===== src/rtl/pc_stack_sequencer.sv =====
// pc_stack_sequencer: program-counter sequencer with a hardware
// return-address stack for subroutine call/return.
//
// Operation priority per cycle: ld > call > ret > inc > hold. Lower-priority
// strobes in the same cycle have no effect and never raise an error flag.
// The fetch address "out" is a separate register loaded from pc_q when sel
// is high, so it always shows the pc_q value from before the same edge.
//
// Optional feature: define PC_REL_JMP_EN to add the "rel" input; when rel=1
// the ld/call target is pc_q + jmp (jmp taken as two's complement, wrapping).
//
// Control strobes are level-sampled on each rising clk edge; there is no
// valid/ready handshake, every strobe is consumed in the cycle it is seen.
module pc_stack_sequencer #(
  parameter int              ADDR_W      = 5,
  parameter int              STACK_DEPTH = 4,
  parameter logic [ADDR_W-1:0] RESET_ADDR = '0
) (
  input  logic              clk,
  input  logic              rst,
  input  logic              sel,
  input  logic              inc,
  input  logic              ld,
  input  logic              call,
  input  logic              ret,
`ifdef PC_REL_JMP_EN
  input  logic              rel,
`endif
  input  logic [ADDR_W-1:0] jmp,
  input  logic              clr_err,
  output logic [ADDR_W-1:0] out,
  output logic              full,
  output logic              empty,
  output logic              err_ovf,
  output logic              err_unf
);

  localparam int CNT_W = $clog2(STACK_DEPTH + 1);

  logic [ADDR_W-1:0] pc_q, pc_d;
  logic [ADDR_W-1:0] out_q, out_d;
  logic [CNT_W-1:0]  cnt_q, cnt_d;
  logic [ADDR_W-1:0] stack_q [STACK_DEPTH];
  logic [ADDR_W-1:0] stack_d [STACK_DEPTH];
  logic              ovf_q, ovf_d;
  logic              unf_q, unf_d;

  logic [ADDR_W-1:0] target;
  logic [ADDR_W-1:0] ret_addr;
  logic [ADDR_W-1:0] pc_inc;

  // Stack occupancy flags come straight from the count register.
  assign full  = (cnt_q == CNT_W'(STACK_DEPTH));
  assign empty = (cnt_q == '0);

  assign out     = out_q;
  assign err_ovf = ovf_q;
  assign err_unf = unf_q;

  assign pc_inc = pc_q + ADDR_W'(1);

  // Jump/call target: absolute, or pc-relative when the option is built in.
`ifdef PC_REL_JMP_EN
  assign target = rel ? (pc_q + jmp) : jmp;
`else
  assign target = jmp;
`endif

  // Top-of-stack read: entry count-1, selected by comparison so the index
  // never needs to be narrower/wider than the count register.
  always_comb begin
    ret_addr = '0;
    for (int i = 0; i < STACK_DEPTH; i++) begin
      if (cnt_q == CNT_W'(i + 1)) ret_addr = stack_q[i];
    end
  end

  // Next-state: one prioritised pc/stack operation, sticky error update,
  // and fetch-address capture.
  always_comb begin
    pc_d    = pc_q;
    cnt_d   = cnt_q;
    stack_d = stack_q;
    out_d   = sel ? pc_q : out_q;
    // Clear first; a new error later in this block overrides it (set wins).
    ovf_d   = clr_err ? 1'b0 : ovf_q;
    unf_d   = clr_err ? 1'b0 : unf_q;

    if (ld) begin
      pc_d = target;
    end else if (call) begin
      if (full) begin
        ovf_d = 1'b1;
      end else begin
        for (int i = 0; i < STACK_DEPTH; i++) begin
          if (cnt_q == CNT_W'(i)) stack_d[i] = pc_inc;
        end
        cnt_d = cnt_q + CNT_W'(1);
        pc_d  = target;
      end
    end else if (ret) begin
      if (empty) begin
        unf_d = 1'b1;
      end else begin
        pc_d  = ret_addr;
        cnt_d = cnt_q - CNT_W'(1);
      end
    end else if (inc) begin
      pc_d = pc_inc;
    end
  end

  // State registers with asynchronous active-low clear.
  always_ff @(posedge clk or negedge rst) begin
    if (!rst) begin
      pc_q  <= RESET_ADDR;
      out_q <= RESET_ADDR;
      cnt_q <= '0;
      ovf_q <= 1'b0;
      unf_q <= 1'b0;
      for (int i = 0; i < STACK_DEPTH; i++) stack_q[i] <= '0;
    end else begin
      pc_q    <= pc_d;
      out_q   <= out_d;
      cnt_q   <= cnt_d;
      ovf_q   <= ovf_d;
      unf_q   <= unf_d;
      stack_q <= stack_d;
    end
  end

endmodule


===== config.mk =====
export PLATFORM = sky130hd
export DESIGN_NAME = pc_stack_sequencer
export DESIGN_NICKNAME = d
export VERILOG_FILES = /design/src/rtl/pc_stack_sequencer.sv
export SDC_FILE = /design/constraint.sdc
export NUM_CORES = 1
export LEC_CHECK = 0
export ABC_AREA = 1
export CORE_ASPECT_RATIO = 1.4
export CORE_UTILIZATION = 55
export DETAILED_ROUTE_END_ITERATION = 8
export GPL_ROUTABILITY_DRIVEN = 1
export PLACE_DENSITY_LB_ADDON = 0.1
export SLEW_MARGIN = 5
export SYNTH_ARGS = -nofsm -noshare
export SYNTH_HDL_FRONTEND = slang
export SYNTH_SLANG_ARGS = --single-unit

===== constraint.sdc =====
create_clock -name clk -period 1.75 [get_ports clk]
set_input_delay 0.4375 -clock clk [delete_from_list [all_inputs] [get_ports clk]]
set_output_delay 0.4375 -clock clk [all_outputs]
set_load 0.01 [all_outputs]

Word-level counts from Yosys, hierarchy flattened
Index checks and enable logic that the tools add are counted.
{ "word_totals": {"input_bits": 13, "register_bits": 35} }
{ "op_classes": {"n_eq_ne": 8, "addsub": 3, "bitwise_logic": 2, "reduce_logical": 9, "muxes": 23} }
{ "op_table": {"columns": ["operator", "n"], "rows": [
  ["5-bit 2-to-1 mux", 10],
  ["4-bit AND reduction", 5],
  ["3-bit 2-to-1 mux", 4],
  ["1-bit 2-to-1 mux", 9],
  ["3-bit by 2-bit equality test with 1-bit output, second input constant", 2],
  ["5-bit by 1-bit adder with 5-bit output, second input constant", 1],
  ["2-bit != test, second input constant", 2],
  ["4-bit != test, second input constant", 1],
  ["4-bit nonzero test", 1],
  ["3-bit by 1-bit adder with 3-bit output, second input constant", 1],
  ["3-bit by 1-bit equality test with 1-bit output, second input constant", 1],
  ["3-bit equality test, second input constant", 1],
  ["3-bit zero test", 1],
  ["3-bit != test, second input constant", 1],
  ["3-bit AND reduction", 1],
  ["3-bit by 1-bit subtractor with 3-bit output, second input constant", 1],
  ["1-bit inverter", 2],
  ["2-bit nonzero test", 1]
]} }

Logic depth before layout (Yosys ltp)
Gate-level depths: netlist of the first run.
{ "logic_depth": {"ltp_word": 9, "ltp_mapped": 12} }

Worst setup path after synthesis of the first run
OpenSTA, ideal clock, no wires.
{ "synth_path": {"kind": "flip-flop to flip-flop", "startpoint": "register cnt_q[0]", "endpoint": "register pc_q[3]", "arrival_time_ns": 1.384, "setup_slack_ns": 0.243, "path_stages_with_launch": 11, "path_buffers": 0, "cell_sequence": "dfrtp_1 ha_1 ha_1 inv_1 nand2_1 inv_1 nand2_1 nand2_1 nand2_1 nand2_1 a21oi_1"} }
{ "synth_via": {"elab_chain_len": 9, "elab_cells_between_ends": 16, "classes_between": "eq/ne (6); mux (8); reduce/logical (2)"} }
{ "synth_lines": {"columns": ["item", "line", "text"], "rows": [
  ["start: declaration", "42", "logic [CNT_W-1:0] cnt_q, cnt_d;"],
  ["start signal: assignment", "125", "cnt_q <= cnt_d;"],
  ["3-bit by 1-bit equality test with 1-bit output", "74", "if (cnt_q == CNT_W'(i + 1)) ret_addr = stack_q[i];"],
  ["5-bit 2-to-1 mux (4 in series)", "74", null],
  ["5-bit 2-to-1 mux", "102", "if (empty) begin"],
  ["5-bit 2-to-1 mux", "101", "end else if (ret) begin"],
  ["5-bit 2-to-1 mux", "91", "end else if (call) begin"],
  ["5-bit 2-to-1 mux", "89", "if (ld) begin"],
  ["end signal: assignment", "123", "pc_q <= pc_d;"],
  ["end: declaration", "40", "logic [ADDR_W-1:0] pc_q, pc_d;"]
]} }
Several ways; a longest one is shown, not always the timed one. The select of a mux whose other input is x is not followed.
A chain may end at the register's enable or synchronous reset.

Final worst setup path of the first run
{ "layout_path": {"startpoint": "register cnt_q[1]", "endpoint": "output full"} }
{ "layout_via": {"elab_chain_len": 1} }
{ "layout_lines": {"columns": ["item", "line", "text"], "rows": [
  ["3-bit equality test", "53", "assign full = (cnt_q == CNT_W'(STACK_DEPTH));"],
  ["end: declaration", "32", "output logic full,"]
]} }
No other way between the ends.

==> run_results.csv, run 1 <==
group,metric,value,unit
run_status,outcome,"completed",
synthesis,synth_edf_count,0,
cts,ctsHoldBuffers,0,
synthesis,synth_top_cell_by_area,"dfrtp_1",
setup_path,crit_arrival,1.25,ns
cts,cts_setup_buffers,0,
pwr,power_density,1461,nW/um^2
route,drt_iter0_drc,42,
synthesis,yosys-top-cells-area,"dfrtp_1 (46%), nand2_1 (16%), o21ai_0 (5.8%), inv_1 (4.7%), ha_1 (4.6%)",
pwr,power,3.573,mW
synthesis,synth_async_sr_flop_share,1.000,
pwr,ir_drop,1.087,mV
floorplan,dieArea,3698,um^2
pwr,leakagePower,1.259,nW
setup_path,r2r_slack,0.10,ns
route,wl,4.258,mm
floorplan,core,3213,um^2
floorplan,die_h,71.56,um
hold_path,min_path_cells,2,
run,maxCapViolations,0,
setup_path,slowest_delay,0.39,ns
sta,grt_setup_unrepaired,"false",
place,gp_congestion,0.8714,
sta,hold_viol_final,0,
cts,cts_buffers,5,
cts,cts.path.max_buffers,2,
route,dr_total_vias,1676,
sta,whs,0.4862,ns
sta,fin_skew,0.006734,ns
floorplan,ios,22,
place,placed_cell_area,2333,um^2
synthesis,synth_top_flop_cell,"dfrtp_1",
grt,grt_max_degree,36,
synthesis,synth_cell_types,26,
route,drc_errors,0,
cells_and_area,fillers,243,
setup_path,crit_start,"cnt_q[1]",
synthesis,yosys-top-cells-count,"nand2_1 (80), dfrtp_1 (35), inv_1 (24)",
synthesis,synth_cells,238,
hold_path,min_from,"err_ovf",
route,avgViaCountPerCell,5.125,
pwr,p_seq_frac,0.375,
place,port_buffers,21,
route,first_pass_iters,4,
synthesis,synth_top_area_frac,0.4608,
cts,htreeDepth,2,
cts,clock_latency,0.28,ns
grt,grt_pass1_vias,1675,
cells_and_area,drive_gt1_frac,0.1944,
setup_path,path_cells,"inv_2 -> ha_4 -> nand2_2 -> inv_4 -> clkdlybuf4s15_2",
setup_path,critical_path.max_fanout,2,
grt,track_usage,0.2690,
pwr,switchingPower,1.418,mW
setup_path,worstReg2RegStart,"cnt_q[0]",
pwr,swShare,0.3968,
cts,cts_root_buf,"clkbuf_8",
grt,antenna_found_initial,0,
setup_path,reg2reg_to,"pc_q[0]",
setup_path,critPathKind,"reg -> out",
pwr,p_int,2.155,mW
cells_and_area,n_antenna_cell,0,
synthesis,synth_most_common_cell,"nand2_1",
hold_path,hp-class,"reg -> reg",
cts,cts.sinks,35,
synthesis,synth_warnings,0,
floorplan,initial_core_util,0.5915,
cells_and_area,area_growth,28.64,%
setup_path,cp-endpoint,"full",
pwr,clock_power_share,0.158,
grt,global_route.overflow_total,0,
cells_and_area,stdcell_area,2445,um^2
sta,fin_crit,1.689,ns
synthesis,syn-num-nets,258,
grt,grt_pass1_wl,7.210,mm
sta,fin_crit_sh,0.9654,
floorplan,die_x,51.68,um
sta,setup_violations,0,
sta,clock.fmax,591.9,MHz
cells_and_area,fin_cells,327,
cts,cts_tree,"yes",
cts,path_clk_slew,0.07,ns
synthesis,ys_ff_latch,35,
cells_and_area,fin_nets,307,
setup_path,worst_path_max_delay_cell,"dfrtp_1",
place,place_hpwl,3.324,mm
sta,final_max_slew_viol_count,0,
setup_path,worstPathRequired,1.31,ns
setup_path,r2r_cells,12,
floorplan,rows,24,
route,avgRoutedWirePerCell,13.02,um
route,antenna_left,0,
setup_path,critPathLaunchType,"flip-flop",
place,placed_cells,319,
pwr,power_frac_comb,0.467,
synthesis,synth_area_per_cell,7.986,um^2
sta,worst_pin_slew,0.2491,ns
sta,max_slew_margin,0.8334,
synthesis,syn_area,1901,um^2
synthesis,ys_seq_area_frac,0.4608,
setup_path,end_kind,"primary output",
## layout make-up
| cell class | instances | area (um^2) | share of cell area |
|---|---|---|---|
| Clock buffer | 6 | 72.57 | 0.02968 |
| Clock inverter | 2 | 12.51 | 0.005118 |
| Inverter | 29 | 115.1 | 0.04708 |
| Multi-Input combinational cell | 173 | 929.6 | 0.3802 |
| Sequential cell | 35 | 875.8 | 0.3582 |
| Tap cell | 39 | 48.80 | 0.01996 |
| Timing Repair Buffer | 43 | 390.4 | 0.1597 |
## power by group through the flow
stage,clock (mW),combinational (mW),sequential [mW]
2_1_floorplan,0,0.927,1.33
3_3_place_gp,0,1.59,1.34
3_5_place_dp,0,1.61,1.35
4_1_cts,0.574,1.62,1.33
5_1_grt,0.608,1.85,1.37
6_report,0.565,1.67,1.34
## how the worst min path moves through the flow
stage | endpoint | slack, ns
2_1_floorplan | cnt_q[0] | 0.14
3_3_place_gp | stack_q[13] | 0.47
3_5_place_dp | stack_q[17] | 0.47
4_1_cts | stack_q[7] | 0.49
5_1_grt | err_unf | 0.51
6_report | err_ovf | 0.49
## worst max-delay path: cells and delay by family, from the launching register on
family                   cells  cell delay (ns)
flip-flops                   1             0.39
AND/OR/NAND/NOR              1             0.08
adder cells (fa/ha/maj)      1             0.14
buffers and inverters        3             0.36
## flip-flops by register name (all words and copies together), names as in the netlist
signal	count
stack_q	20
out	5
pc_q	5
cnt_q	3
err_ovf	1
err_unf	1
## metrics by stage
stage	setup slack, ns	TNS, ns	util
detailed placement	-0.1105	-0.1857	0.7262
global placement	-0.09435	-0.09435	0.7262
CTS	0.001125	0	0.7543
global route	0.007556	0	0.7609
finish	0.06062	0	0.7609
floorplan	0.2433	0	-
## cells in the final DEF, fill, tap and decap left out, types with 2 or more instances in the layout
| master | n |
|---|---|
| nand2_1 | 79 |
| dfrtp_1 | 35 |
| o21ai_0 | 22 |
| inv_1 | 21 |
| buf_4 | 21 |
| nor2_1 | 19 |
| clkdlybuf4s50_1 | 19 |
| a21oi_1 | 12 |
| inv_2 | 6 |
| nand4_1 | 5 |
| nand3_1 | 5 |
| ha_1 | 5 |
| clkbuf_8 | 5 |
| nand2_2 | 4 |
| xor2_1 | 3 |
| nor2_8 | 2 |
| nand2_4 | 2 |
| mux2_2 | 2 |
| xnor2_1 | 2 |
| clkinvlp_4 | 2 |
| clkdlybuf4s15_2 | 2 |
## layer usage
layer	routed length (um)	global-route usage	up-vias
met5	0	0	-
met4	118	0.1201	0
met3	102	0.04459	8
met2	2283	0.4805	30
met1	1754	0.3062	781
li1	-	-	857
## cells by family (layout without fill, tap and decap cells)
logic type	Yosys count	in the layout	share of synthesized area
AO/OA/AOI/OAI	37	37	0.1014
AND/OR/NAND/NOR	122	122	0.2962
flip-flops	35	35	0.4608
buffers and inverters	30	80	0.06057
XOR/XNOR	5	5	0.02305
multiplexers	2	2	0.01185
adder cells (fa/ha/maj)	7	7	0.04608
## what timing repair did
| action | CTS | global route |
|---|---|---|
| pin swaps | 1 | 0 |
| gates resized for setup | 7 | 7 |
| setup endpoints to repair | 2 | 5 |
(Power assumes the default switching activity.)
==> inputs of run 2 (changes only) <==
- CORE_ASPECT_RATIO: 1.4 -> 0.5
==> run 2 against run 1 <==
Compared with the run above: first-iteration DRC count increased by 83%; register-to-register slack hardly changed; highest routed layer unchanged; count of clock-buffer cells in the layout increased by 2; setup slack worse by 0.015 ns; maximum frequency decreased by 0.90%; non-clock buffer count down 1; largest power group unchanged; worst hold slack gained 0.0045 ns; sequential power about the same; total power rose by 2.0%; critical path type unchanged; die area increased by 0.30%; global-route usage grew 0.055 points; clock power grew 15%.
==> run_results.csv, run 2 (synthesis gave the netlist of run 1 again) <==
group,metric,value,unit
cells_and_area,final_cell_mix,"nand2_1 (80), dfrtp_1 (35), inv_1 (22), o21ai_0 (22), buf_4 (20)",
cells_and_area,final_common_cell,"nand2_1",
route,avgRoutedWirePerCell,12.65,um
setup_path,end_kind,"primary output",
sta,max_slew_margin,0.8236,
floorplan,rows,14,
cells_and_area,post-route-util,0.7805,
setup_path,critPathLaunchType,"flip-flop",
pwr,power,3.644,mW
setup_path,crit_arrival,1.27,ns
sta,fin_crit,1.705,ns
cells_and_area,area_growth,28.77,%
cells_and_area,fin_nets,306,
sta,fin_crit_sh,0.9742,
cells_and_area,register_area,875.8,um^2
route,avgViaCountPerCell,4.991,
grt,global_route.overflow_total,0,
route,drc_errors,0,
route,wl,4.135,mm
setup_path,worstPathRequired,1.31,ns
grt,grt_pass1_wl,7.376,mm
cts,cts_tree,"yes",
place,dp_slack,-0.05350,ns
route,maxUsedRoutingLayer,"met4",
route,antenna_left,0,
route,met3RoutedLength,257,um
sta,clock.fmax,586.6,MHz
floorplan,die_h,43.57,um
grt,grt_max_degree,36,
sta,worst_pin_slew,0.2638,ns
sta,fin_skew,0.01050,ns
pwr,ir_drop,0.8572,mV
sta,final_max_slew_viol_count,0,
place,place_hpwl,3.059,mm
cts,cts_root_buf,"clkbuf_8",
floorplan,initial_core_util,0.6061,
route,drt_iter0_drc,77,
sta,grt_setup_unrepaired,"true",
place,placed_cell_area,2327,um^2
cells_and_area,stdcell_area,2447,um^2
cts,cts.sinks,35,
run_status,outcome,"completed",
sta,hold_viol_final,0,
cells_and_area,drive_gt1_frac,0.1847,
cts,clock_latency,0.29,ns
floorplan,die_x,85.14,um
route,first_pass_iters,4,
grt,grt_pass1_vias,1552,
cells_and_area,fillers,228,
cells_and_area,largest-register,"stack_q",
floorplan,ios,22,
floorplan,core,3136,um^2
sta,setup_violations,0,
run,maxCapViolations,0,
cts,cts.path.max_buffers,2,
place,placed_cells,319,
cts,cts_buffers,5,
route,wl_met2,1.727,mm
cts,path_clk_slew,0.08,ns
setup_path,critPathKind,"reg -> out",
sta,fin_ws,0.04523,ns
cells_and_area,largest_reg_flops,20,
cells_and_area,fin_cells,327,
setup_path,critical_path.max_fanout,2,
route,met1_length,2.096,mm
pwr,power_density,1489,nW/um^2
cells_and_area,multi_input_area,927.1,um^2
place,gp_congestion,0.8164,
grt,antenna_found_initial,0,
hold_path,hp-class,"reg -> reg",
cts,htreeDepth,2,
place,port_buffers,21,
grt,track_usage,0.2696,
cells_and_area,n_antenna_cell,0,
pwr,leakagePower,1.266,nW
floorplan,dieArea,3709,um^2
route,dr_total_vias,1632,
run 2: path summary, 6_finish.rpt:
check | from | to | slack [ns] | cells after the start
setup / recovery | cnt_q[1] | empty | 0.05 | 5
hold / removal | err_ovf | err_ovf | 0.49 | 2
setup reg to reg | cnt_q[0] | pc_q[4] | 0.11 | 12
hold reg to reg | err_ovf | err_ovf | 0.49 | 2
max in group asynchronous | rst | err_ovf | 1.04 | 2
min in group asynchronous | rst | stack_q[13] | 0.52 | 2
run 2: layer usage:
metal	global-route usage	vias to the layer above
met5	0	-
li1	-	849
met4	0.08136	0
met1	0.3881	725
met2	0.3968	52
met3	0.08190	6
run 2: where the power goes:
part	switching, mW	leakage, nW	internal (mW)
sequential	0.208	0.427	1.14
clock	0.292	0.0515	0.359
combinational	0.904	0.787	0.745
run 2: final cells by class:
class                           count  share of cell area
Inverter                           29             0.04550
Tap cell                           40             0.02045
Timing Repair Buffer               42              0.1564
Multi-Input combinational cell    173              0.3788
Clock buffer                        8             0.04090
Sequential cell                    35              0.3579
run 2: through the flow:
stage	setup TNS (ns)	hold slack [ns]
5_1_grt	-0.009488	0.5125
2_1_floorplan	0	0.1419
4_1_cts	0	0.4942
3_5_place_dp	-0.09282	0.4692
6_report	0	0.4907
3_3_place_gp	-0.06073	0.4626
run 2: critical path, stage by stage (launching register included):
cell	delay (ns)
dfrtp_1	0.39
inv_2	0.08
ha_4	0.14
nand2_1	0.08
inv_2	0.06
clkdlybuf4s15_2	0.21
run 2: what timing repair did:
item                                    in CTS  in global routing
gates resized for setup                      9                  3
buffers inserted                             0                  0
endpoints found under the setup margin       2                  6
pin swaps                                    1                  0
hold buffers                                 0                  0
hold endpoints to repair                     0                  0
==> inputs of run 3 (changes only) <==
- CELL_PAD_IN_SITES_DETAIL_PLACEMENT: default -> 1
- CELL_PAD_IN_SITES_GLOBAL_PLACEMENT: default -> 2
- CORE_UTILIZATION: 55 -> 33
==> run 3 against run 2 <==
Compared with the run above: global-route usage fell by 7.1 points; clock skew fell by 0.0059 ns; via count rose by 2.8%; combinational power is 7% higher; total power is 11% higher; final cell count increased by 11%.
==> run_results.csv, run 3 (synthesis gave the netlist of run 1 again) <==
group,metric,value,unit
run_status,outcome,"completed",
sta,fin_skew,0.004567,ns
sta,grt_setup_unrepaired,"false",
place,placed_cell_area,2379,um^2
setup_path,critical_path.max_fanout,2,
sta,hold_viol_final,0,
sta,worst_pin_slew,0.2748,ns
sta,final_max_slew_viol_count,0,
route,dr_total_vias,1678,
cts,path_clk_slew,0.06,ns
route,met3RoutedLength,212,um
cells_and_area,largest-register,"stack_q",
setup_path,cp_top_family,"flip-flops",
sta,fin_crit,1.631,ns
cts,cts.sinks,35,
route,first_pass_iters,4,
sta,max_slew_margin,0.8168,
sta,clock.fmax,612.9,MHz
pwr,leakagePower,1.312,nW
cts,cts_root_buf,"clkbuf_16",
setup_path,critPathLaunchType,"flip-flop",
route,met1_length,2.836,mm
grt,global_route.overflow_total,0,
floorplan,die_x,109.3,um
route,drc_errors,0,
route,antenna_left,0,
place,port_buffers,21,
cts,htreeDepth,2,
grt,antenna_found_initial,0,
cells_and_area,n_antenna_cell,0,
cells_and_area,final_common_cell,"nand2_1",
cts,cts_tree,"yes",
place,gp_congestion,0.7444,
cts,clock_latency,0.28,ns
setup_path,end_kind,"primary output",
floorplan,rows,19,
sta,setup_violations,0,
floorplan,die_h,55.66,um
setup_path,crit_arrival,1.19,ns
cells_and_area,drive_gt1_frac,0.2103,
pwr,ir_drop,0.6253,mV
cells_and_area,largest_reg_flops,20,
route,wl,5.165,mm
setup_path,slowest_delay,0.40,ns
route,avgViaCountPerCell,4.623,
hold_path,hp-class,"in -> async",
grt,track_usage,0.1986,
floorplan,dieArea,6085,um^2
cts,cts.path.max_buffers,2,
grt,grt_pass1_vias,1775,
pwr,power_density,1583,nW/um^2
run,maxCapViolations,0,
floorplan,core,5515,um^2
sta,fin_crit_sh,0.9323,
floorplan,initial_core_util,0.3446,
cells_and_area,post-route-util,0.4646,
cells_and_area,area_growth,34.83,%
grt,grt_pass1_wl,8.976,mm
place,place_hpwl,3.932,mm
setup_path,path_cells,"inv_2 -> ha_4 -> nand2_2 -> inv_2 -> buf_2",
cells_and_area,stdcell_area,2562,um^2
cts,cts_buffers,5,
grt,grt_max_degree,36,
route,wl_met2,2.072,mm
route,avgRoutedWirePerCell,14.23,um
setup_path,worst_path_max_delay_cell,"dfrtp_1",
route,maxUsedRoutingLayer,"met4",
setup_path,critPathKind,"reg -> out",
cells_and_area,final_cell_mix,"nand2_1 (79), dfrtp_1 (35), buf_4 (23)",
setup_path,crit_path_frequent_cell,"inv_2",
setup_path,cp_num_buf_inv,3,
setup_path,worstPathRequired,1.31,ns
cells_and_area,fin_nets,309,
floorplan,ios,22,
route,drt_iter0_drc,65,
[run 3: worst paths after layout]
check                           depth (start not counted)     start     endpoint  slack, ns
worst min-delay path                                    2       rst  stack_q[13]        0.1
worst max register to register                         12  cnt_q[0]      pc_q[0]       0.13
max in group asynchronous                               2       rst      pc_q[3]       1.45
worst min register to register                          2   pc_q[4]      pc_q[4]       0.49
min in group clk                                        2   pc_q[4]      pc_q[4]       0.49
worst max-delay path                                    5  cnt_q[1]        empty       0.12
[run 3: through the flow]
stage / setup WS, ns / instances / hold slack (ns) / total power, mW / setup TNS [ns]
floorplan: 0.2433 / 238 / 0.1419 / 2.257 / 0
detailed placement: -0.1027 / 354 / 0.4135 / 3.039 / -0.5266
CTS: 0.01060 / 362 / 0.1142 / 4.062 / 0
finish: 0.1185 / 363 / 0.09740 / 4.057 / 0
global placement: -0.08490 / 354 / 0.4158 / 2.977 / -0.1426
global route: 0.004542 / 363 / 0.1114 / 4.370 / 0
[run 3: final cells by class]
type	count	area, um^2
clock buffers	8	156.4
fillers	664	2953
inverters	29	111.4
multi-input cells	173	939.7
flip-flops and latches	35	875.8
well taps	73	91.34
repair buffers	45	387.9
[run 3: layer usage]
layer	global-route usage	up-vias
li1	-	855
met1	0.2945	790
met2	0.2776	27
met3	0.06440	6
met4	0.04571	0
met5	0	-
[run 3: power breakdown]
part,internal (mW),switching [mW]
Clock,0.607,0.350
Combinational,0.764,0.993
Sequential,1.14,0.206
[run 3: timing repair]
action | 4_1_cts | 5_1_grt
gates resized for setup | 11 | 8
pin swaps | 1 | 1
hold buffers | 0 | 0
setup endpoints to repair | 2 | 10
cloned | 0 | 0
setup buffers | 0 | 1
